**src/rtl/regfile_wb_arbiter_if.sv**
```systemverilog
// Writeback bus between the requesters and the register-file write arbiter.
// The master side drives write requests. The slave side owns the buffers and the write port.
interface regfile_wb_arbiter_if #(
    parameter int unsigned NUM_REQ = 2,
    parameter int unsigned DATA_W  = 32,
    parameter int unsigned ADDR_W  = 5
);
    logic [NUM_REQ-1:0]        req_valid;
    logic [NUM_REQ*ADDR_W-1:0] req_addr;
    logic [NUM_REQ*DATA_W-1:0] req_data;
    logic [NUM_REQ-1:0]        req_ready;
    logic                      reg_wr;
    logic [ADDR_W-1:0]         waddr;
    logic [DATA_W-1:0]         wdata;
    logic [(2**ADDR_W)-1:0]    pending_mask;

    modport master (
        output req_valid, req_addr, req_data,
        input  req_ready, reg_wr, waddr, wdata, pending_mask
    );

    modport slave (
        input  req_valid, req_addr, req_data,
        output req_ready, reg_wr, waddr, wdata, pending_mask
    );
endinterface

```
**src/rtl/regfile_wb_arbiter.sv**
```systemverilog
// Round-robin arbiter that shares one register-file write port between NUM_REQ writeback
// sources. Each source has a one-entry buffer. Each cycle the arbiter drains one buffer.
module regfile_wb_arbiter #(
    parameter int unsigned NUM_REQ = 2,
    parameter int unsigned DATA_W  = 32,
    parameter int unsigned ADDR_W  = 5
) (
    input logic                 clk,
    input logic                 rst,
    regfile_wb_arbiter_if.slave wb
);
    localparam int unsigned LG_W = (NUM_REQ > 1) ? $clog2(NUM_REQ) : 1;
    localparam int unsigned NREG = 2**ADDR_W;

    logic [NUM_REQ-1:0] buf_valid_q, buf_valid_d;
    logic [ADDR_W-1:0]  buf_addr_q [NUM_REQ];
    logic [ADDR_W-1:0]  buf_addr_d [NUM_REQ];
    logic [DATA_W-1:0]  buf_data_q [NUM_REQ];
    logic [DATA_W-1:0]  buf_data_d [NUM_REQ];
    logic [LG_W-1:0]    last_grant_q, last_grant_d;

    logic [NUM_REQ-1:0] grant_c;
    logic [LG_W-1:0]    gidx_c;
    logic               gvalid_c;
    logic [NUM_REQ-1:0] ready_c;
    logic               reg_wr_c;
    logic [ADDR_W-1:0]  waddr_c;
    logic [DATA_W-1:0]  wdata_c;
    logic [NREG-1:0]    pending_c;

    // Round-robin search starting one past the previous grant
    always_comb begin
        int unsigned idx;
        grant_c  = '0;
        gidx_c   = '0;
        gvalid_c = 1'b0;
        idx      = 0;
        for (int unsigned off = 1; off <= NUM_REQ; off++) begin
            idx = (32'(last_grant_q) + off) % NUM_REQ;
            if (!gvalid_c && buf_valid_q[LG_W'(idx)]) begin
                gvalid_c = 1'b1;
                gidx_c   = LG_W'(idx);
            end
        end
        if (gvalid_c) begin
            grant_c[gidx_c] = 1'b1;
        end
    end

    // Write port, driven from the registered buffers only
    always_comb begin
        reg_wr_c = 1'b0;
        waddr_c  = '0;
        wdata_c  = '0;
        if (gvalid_c) begin
            waddr_c  = buf_addr_q[gidx_c];
            wdata_c  = buf_data_q[gidx_c];
            reg_wr_c = (buf_addr_q[gidx_c] != '0);
        end
    end

    // Readiness. Requests that would duplicate a pending nonzero destination are held off,
    // so two buffers never hold the same register. On a same-cycle tie the lower index goes first.
    always_comb begin
        logic [NUM_REQ-1:0] rdy;
        logic [NUM_REQ-1:0] waw;
        logic [ADDR_W-1:0]  addr_i;
        rdy    = '0;
        waw    = '0;
        addr_i = '0;
        for (int unsigned i = 0; i < NUM_REQ; i++) begin
            addr_i = wb.req_addr[i*ADDR_W +: ADDR_W];
            if (addr_i != '0) begin
                for (int unsigned j = 0; j < NUM_REQ; j++) begin
                    if (j != i && buf_valid_q[j] && !grant_c[j] && buf_addr_q[j] == addr_i) begin
                        waw[i] = 1'b1;
                    end
                end
                for (int unsigned k = 0; k < i; k++) begin
                    if (wb.req_valid[k] && rdy[k] && wb.req_addr[k*ADDR_W +: ADDR_W] == addr_i) begin
                        waw[i] = 1'b1;
                    end
                end
            end
            rdy[i] = (!buf_valid_q[i] || grant_c[i]) && !waw[i] && !rst;
        end
        ready_c = rdy;
    end

    always_comb begin
        pending_c = '0;
        for (int unsigned i = 0; i < NUM_REQ; i++) begin
            if (buf_valid_q[i] && buf_addr_q[i] != '0) begin
                pending_c[buf_addr_q[i]] = 1'b1;
            end
        end
    end

    // Next state: the granted buffer drains, and an accepting buffer reloads
    always_comb begin
        buf_valid_d  = buf_valid_q & ~grant_c;
        buf_addr_d   = buf_addr_q;
        buf_data_d   = buf_data_q;
        last_grant_d = gvalid_c ? gidx_c : last_grant_q;
        for (int unsigned i = 0; i < NUM_REQ; i++) begin
            if (wb.req_valid[i] && ready_c[i]) begin
                buf_valid_d[i] = 1'b1;
                buf_addr_d[i]  = wb.req_addr[i*ADDR_W +: ADDR_W];
                buf_data_d[i]  = wb.req_data[i*DATA_W +: DATA_W];
            end
        end
    end

    always_ff @(posedge clk or posedge rst) begin
        if (rst) begin
            buf_valid_q  <= '0;
            last_grant_q <= LG_W'(NUM_REQ - 1);
            for (int unsigned i = 0; i < NUM_REQ; i++) begin
                buf_addr_q[i] <= '0;
                buf_data_q[i] <= '0;
            end
        end else begin
            buf_valid_q  <= buf_valid_d;
            last_grant_q <= last_grant_d;
            buf_addr_q   <= buf_addr_d;
            buf_data_q   <= buf_data_d;
        end
    end

    assign wb.req_ready    = ready_c;
    assign wb.reg_wr       = reg_wr_c;
    assign wb.waddr        = waddr_c;
    assign wb.wdata        = wdata_c;
    assign wb.pending_mask = pending_c;

endmodule

```
**src/flat_wrapper.sv**
```systemverilog
// flat-port wrapper written by rule: the top's interface ports become plain ports
module regfile_wb_arbiter_flat 
#(
    parameter int unsigned NUM_REQ = 2,
    parameter int unsigned DATA_W  = 32,
    parameter int unsigned ADDR_W  = 5
)
  (clk, rst, wb_req_valid, wb_req_addr, wb_req_data, wb_req_ready, wb_reg_wr, wb_waddr, wb_wdata, wb_pending_mask);
  regfile_wb_arbiter_if #(.NUM_REQ(NUM_REQ), .DATA_W(DATA_W), .ADDR_W(ADDR_W)) wb_i ();
  input logic clk;
  input logic rst;
  input wire logic [$bits(wb_i.req_valid)-1:0] wb_req_valid;
  input wire logic [$bits(wb_i.req_addr)-1:0] wb_req_addr;
  input wire logic [$bits(wb_i.req_data)-1:0] wb_req_data;
  output wire logic [$bits(wb_i.req_ready)-1:0] wb_req_ready;
  output wire logic [$bits(wb_i.reg_wr)-1:0] wb_reg_wr;
  output wire logic [$bits(wb_i.waddr)-1:0] wb_waddr;
  output wire logic [$bits(wb_i.wdata)-1:0] wb_wdata;
  output wire logic [$bits(wb_i.pending_mask)-1:0] wb_pending_mask;
  assign wb_i.req_valid = wb_req_valid;
  assign wb_i.req_addr = wb_req_addr;
  assign wb_i.req_data = wb_req_data;
  assign wb_req_ready = wb_i.req_ready;
  assign wb_reg_wr = wb_i.reg_wr;
  assign wb_waddr = wb_i.waddr;
  assign wb_wdata = wb_i.wdata;
  assign wb_pending_mask = wb_i.pending_mask;
  regfile_wb_arbiter #(.NUM_REQ(NUM_REQ), .DATA_W(DATA_W), .ADDR_W(ADDR_W)) u_core (.clk(clk), .rst(rst), .wb(wb_i));
endmodule
```
**config.mk**
```make
export PLATFORM = sky130hd
export DESIGN_NAME = regfile_wb_arbiter_flat
export DESIGN_NICKNAME = d
export VERILOG_FILES = /design/src/rtl/regfile_wb_arbiter_if.sv /design/src/rtl/regfile_wb_arbiter.sv /design/src/flat_wrapper.sv
export SDC_FILE = /design/constraint.sdc
export NUM_CORES = 1
export LEC_CHECK = 0
export ABC_AREA = 0
export BUFFER_PORTS_ARGS = -buffer_cell sky130_fd_sc_hd__buf_2
export CAP_MARGIN = 20
export CORE_UTILIZATION = 50
export DETAILED_ROUTE_END_ITERATION = 12
export PLACE_DENSITY = 0.76
export SYNTH_ARGS = -nofsm -noshare
export SYNTH_HDL_FRONTEND = slang
export SYNTH_SLANG_ARGS = --single-unit
export TNS_END_PERCENT = 1
```
**constraint.sdc**
```tcl
create_clock -name clk -period 3 [get_ports clk]
set_clock_uncertainty 0.05 [all_clocks]
set_input_delay 0.45 -clock clk [delete_from_list [all_inputs] [get_ports clk]]
set_output_delay 0.45 -clock clk [all_outputs]
set_load 0.1 [all_outputs]
```
==> flow_metrics.py, run 1 <==
metrics = {
    "outcome": {
        "run_status": "finished clean",
    },
    "route": {
        "drc_violations_left": 0,
        "via_count": 3694,
        "drtPass1Iterations": 5,
        "post_route_wl_um": 11480,
        "drt_iter0_drc": 155,
        "detail-route-antenna-nets": 0,
        "wire_per_inst_um": 17.64,
        "post_drt_via_cell_ratio": 5.674,
    },
    "setup_path": {
        "timing.critical_path.to_type": "output port",
        "cpPeakStageDelay_ns": 0.49,
        "cp.buffers_inverters": 1,
        "critical-path-slowest-cell": "sky130_fd_sc_hd__dfrtp_1",
        "crit_fanout": 9,
        "cell_family_with_most_cp_delay": "simple AND/OR/NAND/NOR gates",
        "critPathLaunch": "u_core.buf_addr_q[4]",
        "r2r-start": "u_core.last_grant_q",
        "cp_cell_sequence": "or3_4, o311ai_4, o211ai_4, o21ai_4, and2_1, nor3_2, buf_12",
        "timing.critical_path.from_type": "flip-flop",
        "classification_of_the_worst_setup_path": "reg -> out",
        "cp.required_ns": 2.50,
        "worstPathArrival_ns": 2.41,
    },
    "clock_network": {
        "postCtsSetupRepairBufs": 0,
        "insertion_delay_ns": 0.35,
        "clock_buffers_created_by_tritoncts": 9,
        "clock-root-buffer": "sky130_fd_sc_hd__clkbuf_8",
        "tritoncts_num_sinks": 77,
        "tritoncts": "done",
        "cts-hold-fix-buffers": 0,
        "clk_transition_reported_paths_ns": 0.09,
        "h-tree-depth": 3,
        "cts_max_path_buffers": 2,
    },
    "die": {
        "start_util": 0.5145,
        "rows": 33,
        "design.die.area_mm2": 0.008783,
        "design.core.area_mm2": 0.008175,
        "chipHeight_um": 93.72,
        "horizontal_die_dimension_um": 93.72,
        "boundaryPins": 150,
    },
    "synthesis": {
        "post_synth_num_cell_types": 37,
        "synthDominantAreaCellType": "sky130_fd_sc_hd__dfrtp_1",
        "synth_fp_nets": 485,
        "proportion_of_netlist_area_held_by_the_largest_area_contributor": 0.4521,
        "synth_top_flop_cell": "sky130_fd_sc_hd__dfrtp_1",
        "synth_area_leaders": "sky130_fd_sc_hd__dfrtp_1 (45%), sky130_fd_sc_hd__mux2_2 (12%), sky130_fd_sc_hd__mux2_4 (8.9%), sky130_fd_sc_hd__nand2_1 (6.5%), sky130_fd_sc_hd__o22ai_1 (4.3%)",
        "yosysWarningCount": 0,
        "synth_area_per_cell_um2": 10.34,
        "synthArstFlopShare": 1.000,
        "netlist_area_mm2": 0.004207,
        "yosysSeqAreaShare": 0.4584,
        "synthesis.instances": 407,
        "synth-edff-count": 0,
        "postSynthRegisterBits": 77,
    },
    "final_layout": {
        "final_layout_size_suffix_gt1_frac": 0.4670,
        "finalCoreUtilization": 0.7478,
        "finalNetCount": 620,
        "area_growth_syn_to_layout_pct": 45.33,
        "post-route-cell-area_mm2": 0.006113,
        "num-fill-cells": 564,
        "insertedDiodeCount": 0,
    },
    "sta": {
        "fin_hold_ws_ns": 0.2709,
        "finalCritPeriodShare": 0.9710,
        "timing.final.setup_violations": 0,
        "hold_viol_final": 0,
        "worst_path_setup_slack_after_routing_ns": 0.08694,
        "setup_repair_after_global_routing_missed_its_margin": "false",
        "report.final.slew_viol_count": 0,
        "tightestPinTransition_ns": 0.9450,
        "finalCriticalPeriod_ns": 2.913,
        "achievable-frequency_mhz": 343.3,
        "worst_slew_margin_rel": 0.3700,
    },
    "power": {
        "leakagePower_nw": 2.670,
        "share_seq_of_total_power": 0.344,
        "internal-power_mw": 2.263,
        "p_switching_mw": 1.674,
        "power.switching_fraction": 0.4251,
        "power.density_mw_per_mm2": 644.0,
        "power_frac_clock": 0.194,
        "power.ir.vdd_worst_uv": 472.4,
        "power.share.combinational": 0.462,
        "final_total_power_mw": 3.937,
    },
    "placement": {
        "gp_congestion": 0.9302,
        "placed_area_mm2": 0.005911,
        "placement.setup.worst_slack_ns": 0.1714,
        "dp.final_hpwl_um": 8577,
        "port_buffers": 148,
    },
    "min_path": {
        "hold_path.class": "in -> reg",
        "hp-start": "wb_req_data[23]",
    },
    "grt": {
        "grt_overflow_total": 0,
        "grt_usage": 0.2714,
        "vias_in_the_first_global_route": 3793,
        "grt_antenna_before_repair": 0,
        "grt_first_pass_wirelength_um": 18170,
        "grt_max_degree": 79,
    },
    "run": {
        "drv.max_cap_violation_count": 0,
    },
}
cell usage in the layout, fill, tap and decap left out, drive strengths merged, types with 2 or more instances in the layout:
cell type / instances
nand2b: 6
o32ai: 2
clkbuf: 9
nor4: 2
o2bb2ai: 5
buf: 158
nor3: 3
nor2: 6
xor2: 7
dfrtp: 76
clkinvlp: 2
nor2b: 3
xnor2: 8
inv: 7
o21ai: 36
clkinv: 3
and2: 2
a22o: 5
mux2: 69
nand3: 19
o22ai: 29
nand4: 3
nand2: 73
metrics by stage:
| step | setup TNS [ns] | std cells |
|---|---|---|
| final | 0 | 651 |
| after global routing | 0 | 651 |
| after CTS | 0 | 651 |
| after detailed placement | 0 | 636 |
| after global placement | 0 | 636 |
| after floorplan | -39.50 | 407 |
state kept, by name, summed over array words and instances, names as in the netlist:
name                 cells
u_core.last_grant_q      1
u_core.buf_data_q       64
u_core.buf_addr_q       10
u_core.buf_valid_q       2
cell type report:
type,count,area (um^2),share of cell area
timing repair buffer,158,1703,0.2786
tap,105,131.4,0.02149
sequential,77,1929,0.3156
clock buffer,9,123.9,0.02026
multi-input combinational,289,2135,0.3492
clock inverter,6,63.81,0.01044
inverter,7,27.53,0.004503
layer usage:
layer	part of all wire	track usage	wire, um	vias up
met4	0.023	0.1141	268	0
met1	0.38	0.3191	4417	1804
met5	0	0	0	-
li1	-	-	-	1699
met2	0.52	0.4696	5949	167
met3	0.074	0.06796	846	24
path summary, 6_finish.rpt:
| path | slack, ns | depth (start not counted) | end |
|---|---|---|---|
| worst min-delay path | 0.27 | 2 | u_core.buf_data_q[55] |
| worst max register to register | 0.18 | 7 | u_core.buf_data_q[30] |
| min in group asynchronous | 0.38 | 3 | u_core.buf_addr_q[1] |
| worst max-delay path | 0.09 | 7 | wb_req_ready[1] |
| worst min register to register | 0.46 | 1 | u_core.buf_data_q[44] |
| max in group asynchronous | 1.88 | 3 | u_core.buf_addr_q[2] |
synth_stat cells (3+ instances only):
cell type / n
sky130_fd_sc_hd__nor2b_1: 3
sky130_fd_sc_hd__mux2_2: 44
sky130_fd_sc_hd__mux2_4: 25
sky130_fd_sc_hd__nand4_1: 3
sky130_fd_sc_hd__xor2_1: 7
sky130_fd_sc_hd__buf_6: 3
sky130_fd_sc_hd__o2bb2ai_1: 5
sky130_fd_sc_hd__nand2b_1: 6
sky130_fd_sc_hd__buf_2: 5
sky130_fd_sc_hd__o22ai_1: 29
sky130_fd_sc_hd__nand2_1: 73
sky130_fd_sc_hd__nor3_1: 3
sky130_fd_sc_hd__dfrtp_1: 76
sky130_fd_sc_hd__o21ai_0: 35
sky130_fd_sc_hd__nor2_1: 6
sky130_fd_sc_hd__nand3_1: 19
sky130_fd_sc_hd__clkbuf_1: 25
sky130_fd_sc_hd__a22o_1: 5
sky130_fd_sc_hd__xnor2_1: 8
sky130_fd_sc_hd__inv_1: 7
timing repair:
| action | in CTS | in global routing |
|---|---|---|
| gates resized for setup | 0 | 4 |
| endpoints found under the hold margin | 0 | 0 |
| endpoints found under the setup margin | 0 | 6 |
cell families after synthesis:
kind of cell,synth area share
simple gates,0.1282
flops,0.4584
other cells,0.0008915
buf+inv,0.04432
mux,0.2070
compound gates,0.1300
xor+xnor,0.03123
power by group through the flow:
stage | Sequential (mW) | Clock, mW | Combinational (mW)
global placement | 1.35 | 0 | 1.79
floorplan | 1.30 | 0 | 1.26
CTS | 1.35 | 0.776 | 1.82
detailed placement | 1.37 | 0 | 1.82
global route | 1.38 | 0.818 | 1.90
finish | 1.35 | 0.765 | 1.82
worst reg2reg max path, cell delays in order (launching register included):
cell and delay, ns:
sky130_fd_sc_hd__dfstp_2 0.58, sky130_fd_sc_hd__and3_1 0.22, sky130_fd_sc_hd__nand4_1 0.19, sky130_fd_sc_hd__o211ai_4 0.25
sky130_fd_sc_hd__o21ai_4 0.10, sky130_fd_sc_hd__a21oi_4 0.68, sky130_fd_sc_hd__buf_12 0.27, sky130_fd_sc_hd__mux2_2 0.36
No activity file was read; power rests on OpenSTA's default activity.
==> run 2, diff against run 1 <==
Clock period 3 ns to 2.95 ns, I/O delays scaled along.
==> flow_metrics.py, run 2 (synthesis gave the netlist of run 1 again) <==
metrics = {
    "outcome": {
        "run_status": "finished clean",
    },
    "clock_network": {
        "insertion_delay_ns": 0.34,
        "clock-root-buffer": "sky130_fd_sc_hd__clkbuf_8",
        "postCtsSetupRepairBufs": 0,
        "clock_buffers_created_by_tritoncts": 9,
        "tritoncts_num_sinks": 77,
        "h-tree-depth": 3,
        "cts_max_path_buffers": 2,
        "tritoncts": "done",
        "clk_transition_reported_paths_ns": 0.09,
    },
    "setup_path": {
        "ff2ff_setup_slack_ns": 0.15,
        "crit_fanout": 9,
        "timing.critical_path.to_type": "output port",
        "timing.critical_path.from_type": "flip-flop",
        "classification_of_the_worst_setup_path": "reg -> out",
        "worstPathArrival_ns": 2.33,
        "cp.required_ns": 2.46,
    },
    "final_layout": {
        "reg_top3": "u_core.buf_data_q: 64 flops, u_core.buf_addr_q: 10 flops, u_core.buf_valid_q: 2 flops",
        "insertedDiodeCount": 0,
        "finalNetCount": 622,
        "num-fill-cells": 521,
        "registers.top_by_ff_count": "u_core.buf_data_q",
        "mostFrequentLayoutCell": "sky130_fd_sc_hd__buf_2",
        "layout.cells.most_common_list": "sky130_fd_sc_hd__buf_2 (88), sky130_fd_sc_hd__dfrtp_1 (74), sky130_fd_sc_hd__nand2_1 (73)",
        "largest_register_ffs": 64,
        "finalCoreUtilization": 0.7527,
        "final_layout_size_suffix_gt1_frac": 0.4718,
        "area_growth_syn_to_layout_pct": 46.28,
    },
    "sta": {
        "worst_slew_margin_rel": 0.3464,
        "hold_viol_final": 0,
        "achievable-frequency_mhz": 354.2,
        "worst_path_setup_slack_after_routing_ns": 0.1267,
        "setup_repair_after_global_routing_missed_its_margin": "false",
        "tightestPinTransition_ns": 0.9805,
        "finalCritPeriodShare": 0.9571,
        "timing.final.setup_violations": 0,
        "report.final.slew_viol_count": 0,
        "finalCriticalPeriod_ns": 2.823,
        "setup_total_negative_slack_ns": 0,
    },
    "die": {
        "start_util": 0.5145,
        "design.core.area_mm2": 0.008175,
        "horizontal_die_dimension_um": 93.72,
        "boundaryPins": 150,
        "design.die.area_mm2": 0.008783,
        "rows": 33,
        "chipHeight_um": 93.72,
    },
    "grt": {
        "grt_max_degree": 79,
        "vias_in_the_first_global_route": 3675,
        "grt_usage": 0.2693,
        "grt_overflow_total": 0,
        "grt_antenna_before_repair": 0,
        "grt_first_pass_wirelength_um": 18060,
    },
    "route": {
        "drt_iter0_drc": 142,
        "post_drt_via_cell_ratio": 5.550,
        "drtPass1Iterations": 4,
        "post_route_wl_um": 11390,
        "via_count": 3630,
        "wire_per_inst_um": 17.42,
        "drc_violations_left": 0,
        "detail-route-antenna-nets": 0,
    },
    "placement": {
        "port_buffers": 148,
        "gp_congestion": 0.9242,
        "placement.setup.worst_slack_ns": 0.09814,
        "dp.final_hpwl_um": 8487,
    },
    "power": {
        "power.ir.vdd_worst_uv": 602.2,
        "power.density_mw_per_mm2": 646.6,
        "leakagePower_nw": 2.683,
    },
    "run": {
        "drv.max_cap_violation_count": 0,
    },
    "min_path": {
        "hold_path.class": "in -> reg",
    },
}
==> run 2: final timing paths <==
check,start,end,cells after the start
setup reg to reg,u_core.last_grant_q,u_core.buf_data_q[27],7
setup / recovery,u_core.buf_addr_q[4],wb_req_ready[1],7
hold reg to reg,u_core.buf_data_q[38],u_core.buf_data_q[38],1
max in group asynchronous,rst,u_core.buf_addr_q[2],3
min in group asynchronous,rst,u_core.buf_addr_q[7],3
hold / removal,wb_req_data[47],u_core.buf_data_q[15],2
==> run 2: layout make-up <==
| type | instances | area (um^2) | share of cell area |
|---|---|---|---|
| Multi-Input combinational cell | 289 | 2135 | 0.3469 |
| Sequential cell | 77 | 1931 | 0.3137 |
| Tap cell | 105 | 131.4 | 0.02135 |
| Clock buffer | 11 | 151.4 | 0.02460 |
| Clock inverter | 5 | 33.78 | 0.005490 |
| Inverter | 7 | 27.53 | 0.004473 |
| Timing Repair Buffer | 160 | 1744 | 0.2834 |
==> run 2: power breakdown <==
group	internal [mW]	total, mW	leakage (nW)	switching, mW
Combinational	0.687	1.86	1.69	1.18
Clock	0.352	0.745	0.0917	0.394
Sequential	1.23	1.37	0.905	0.134
==> run 2: critical path, stage by stage (launching register included) <==
cell	delay [ns]
sky130_fd_sc_hd__dfrtp_2	0.47
sky130_fd_sc_hd__or3_4	0.45
sky130_fd_sc_hd__o311ai_4	0.29
sky130_fd_sc_hd__o211ai_4	0.14
sky130_fd_sc_hd__o21ai_4	0.21
sky130_fd_sc_hd__and2_1	0.20
sky130_fd_sc_hd__nor3_2	0.07
sky130_fd_sc_hd__buf_12	0.16
==> run 2: repair_timing <==
item	CTS	global route
setup endpoints to repair	0	2
hold buffers	0	0
resized for setup	0	4
==> run 2: metrics by stage <==
| step | instances | hold WS, ns | cell area, um^2 | power [mW] |
|---|---|---|---|---|
| final | 654 | 0.2784 | 6153 | 3.979 |
| after global routing | 654 | 0.2571 | 6153 | 4.146 |
| after CTS | 654 | 0.2650 | 6141 | 3.999 |
| after detailed placement | 638 | 0.4443 | 5956 | 3.249 |
| after global placement | 638 | 0.4375 | 5956 | 3.207 |
| after floorplan | 407 | 0.4293 | 4219 | 2.598 |
==> run 2: routing by layer <==
| metal | wire, um | up-vias | global-route usage | part of all wire |
|---|---|---|---|---|
| li1 | - | 1699 | - | - |
| met1 | 4626 | 1754 | 0.3293 | 0.41 |
| met2 | 5647 | 153 | 0.4501 | 0.50 |
| met3 | 775 | 24 | 0.06958 | 0.068 |
| met4 | 342 | 0 | 0.1128 | 0.030 |
| met5 | 0 | - | 0 | 0 |
==> run 3, diff against run 2 <==
Settings changed: CELL_PAD_IN_SITES_DETAIL_PLACEMENT set to 1, CELL_PAD_IN_SITES_GLOBAL_PLACEMENT set to 1, CORE_UTILIZATION 50 to 38, GPL_TIMING_DRIVEN set to 0, PLACE_DENSITY 0.76 to 0.77, SLEW_MARGIN set to 5.
==> flow_metrics.py, run 3 (synthesis gave the netlist of run 1 again) <==
metrics = {
    "outcome": {
        "run_status": "complete, but fails checks",
        "failed_checks": "negative setup slack",
    },
    "setup_path": {
        "worstPathArrival_ns": 2.49,
        "timing.critical_path.to_type": "output port",
        "classification_of_the_worst_setup_path": "reg -> out",
        "reg2reg_depth": 8,
        "cp.required_ns": 2.46,
        "crit_fanout": 9,
        "timing.critical_path.from_type": "flip-flop",
    },
    "die": {
        "chipHeight_um": 107.2,
        "boundaryPins": 150,
        "horizontal_die_dimension_um": 107.2,
        "design.core.area_mm2": 0.01079,
        "start_util": 0.3898,
        "design.die.area_mm2": 0.01150,
        "rows": 38,
    },
    "route": {
        "topRoutingLayerUsed": "met4",
        "via_count": 3797,
        "drt_iter0_drc": 240,
        "dr_wl_met2_um": 6943,
        "detail-route-antenna-nets": 0,
        "wire_per_inst_um": 19.04,
        "wl_met3_um": 1124,
        "m1WireLength_um": 5377,
        "drc_violations_left": 0,
        "post_route_wl_um": 13590,
        "post_drt_via_cell_ratio": 5.318,
        "drtPass1Iterations": 5,
    },
    "sta": {
        "setup_repair_after_global_routing_missed_its_margin": "true",
        "report.final.slew_viol_count": 0,
        "worst_path_setup_slack_after_routing_ns": -0.03081,
        "worst_slew_margin_rel": 0.5745,
        "tightestPinTransition_ns": 0.6383,
        "timing.final.setup_violations": 1,
        "hold_viol_final": 0,
        "finalCriticalPeriod_ns": 2.981,
        "finalCritPeriodShare": 1.010,
        "achievable-frequency_mhz": 335.5,
    },
    "power": {
        "power.density_mw_per_mm2": 691.7,
        "power.ir.vdd_worst_uv": 403.7,
        "power.share.combinational": 0.432,
        "power.switching_fraction": 0.4426,
        "p_switching_mw": 1.685,
        "share_seq_of_total_power": 0.352,
        "internal-power_mw": 2.122,
        "leakagePower_nw": 2.565,
        "power_frac_clock": 0.215,
    },
    "clock_network": {
        "cts_max_path_buffers": 2,
        "clock-root-buffer": "sky130_fd_sc_hd__clkbuf_8",
        "h-tree-depth": 3,
        "tritoncts_num_sinks": 77,
        "cts-hold-fix-buffers": 0,
        "clock_buffers_created_by_tritoncts": 9,
        "insertion_delay_ns": 0.35,
        "tritoncts": "done",
        "clk_transition_reported_paths_ns": 0.08,
    },
    "grt": {
        "grt_overflow_total": 0,
        "grt_max_degree": 60,
        "grt_first_pass_wirelength_um": 21110,
        "vias_in_the_first_global_route": 4092,
        "grt_antenna_before_repair": 2,
        "grt_usage": 0.2404,
    },
    "final_layout": {
        "reg_top3": "u_core.buf_data_q: 64 flops, u_core.buf_addr_q: 10 flops, u_core.buf_valid_q: 2 flops",
        "registers.top_by_ff_count": "u_core.buf_data_q",
        "mostFrequentLayoutCell": "sky130_fd_sc_hd__buf_2",
        "post-route-cell-area_mm2": 0.005504,
        "final_layout_size_suffix_gt1_frac": 0.4625,
        "largest_register_ffs": 64,
        "area_growth_syn_to_layout_pct": 30.84,
        "layout.cells.most_common_list": "sky130_fd_sc_hd__buf_2 (131), sky130_fd_sc_hd__dfrtp_1 (76), sky130_fd_sc_hd__nand2_1 (73)",
        "finalCoreUtilization": 0.5100,
        "finalNetCount": 647,
    },
    "placement": {
        "placement.setup.worst_slack_ns": -0.5006,
        "gp_congestion": 0.9398,
        "placed_area_mm2": 0.005165,
        "dp.final_hpwl_um": 10310,
        "port_buffers": 148,
    },
    "run": {
        "drv.max_cap_violation_count": 0,
    },
    "min_path": {
        "hold_path.class": "in -> async",
    },
}
[run 3: path summary, 6_finish.rpt]
check | startpoint | endpoint | slack (ns)
setup reg to reg | u_core.buf_addr_q[4] | u_core.buf_data_q[11] | 0.38
min in group clk | wb_req_data[40] | u_core.buf_data_q[8] | 0.26
setup / recovery | u_core.buf_addr_q[4] | wb_req_ready[1] | -0.03
hold reg to reg | u_core.buf_data_q[51] | u_core.buf_data_q[51] | 0.46
max in group asynchronous | rst | u_core.last_grant_q | 2.20
hold / removal | rst | u_core.buf_data_q[62] | 0.02
[run 3: area by class of cell]
type | instances | area (um^2)
fillers | 1268 | 5289
multi-input cells | 289 | 2121
well taps | 140 | 175.2
clock inverters | 3 | 43.79
flip-flops and latches | 77 | 1928
clock buffers | 12 | 155.1
diodes | 1 | 2.502
inverters | 7 | 28.78
plain buffers | 33 | 168.9
repair buffers | 152 | 880.8
[run 3: timing repair]
| action | 4_1_cts | 5_1_grt |
|---|---|---|
| cloned | 0 | 0 |
| pin swaps | 1 | 3 |
| endpoints found under the setup margin | 39 | 41 |
| setup buffers | 0 | 3 |
| resized for setup | 33 | 16 |
[run 3: routing by layer]
layer  vias to the layer above  global-route usage
met4                         0             0.06458
met2                       139              0.4327
met1                      1881              0.2790
li1                       1761                   -
met3                        16             0.06626
met5                         -                   0
[run 3: critical path, cell delays in order, from the launching register on]
cell and delay (ns):
sky130_fd_sc_hd__dfrtp_1 0.36, sky130_fd_sc_hd__buf_2 0.18, sky130_fd_sc_hd__or3_4 0.45, sky130_fd_sc_hd__o311ai_4 0.32
sky130_fd_sc_hd__o211ai_2 0.14, sky130_fd_sc_hd__o21ai_2 0.26, sky130_fd_sc_hd__and2_4 0.19, sky130_fd_sc_hd__nor3_2 0.04
sky130_fd_sc_hd__buf_6 0.18
[run 3: metrics by stage]
step                      power, mW  std cells  hold slack (ns)   TNS, ns
after detailed placement      2.942        696           0.4067    -8.939
after floorplan               2.598        407           0.4293    -42.67
final                         3.807        714          0.02172  -0.03081
after global placement        2.884        695           0.4378   -109.59
after CTS                     3.800        711          0.02242         0
after global routing          3.955        713          0.03964   -0.2292
[run 3: power by group through the flow]
stage	Combinational, mW	Sequential [mW]	Clock, mW
2_1_floorplan	1.28	1.32	0
3_3_place_gp	1.55	1.34	0
3_5_place_dp	1.59	1.35	0
4_1_cts	1.63	1.34	0.834
5_1_grt	1.72	1.36	0.873
6_report	1.65	1.34	0.819
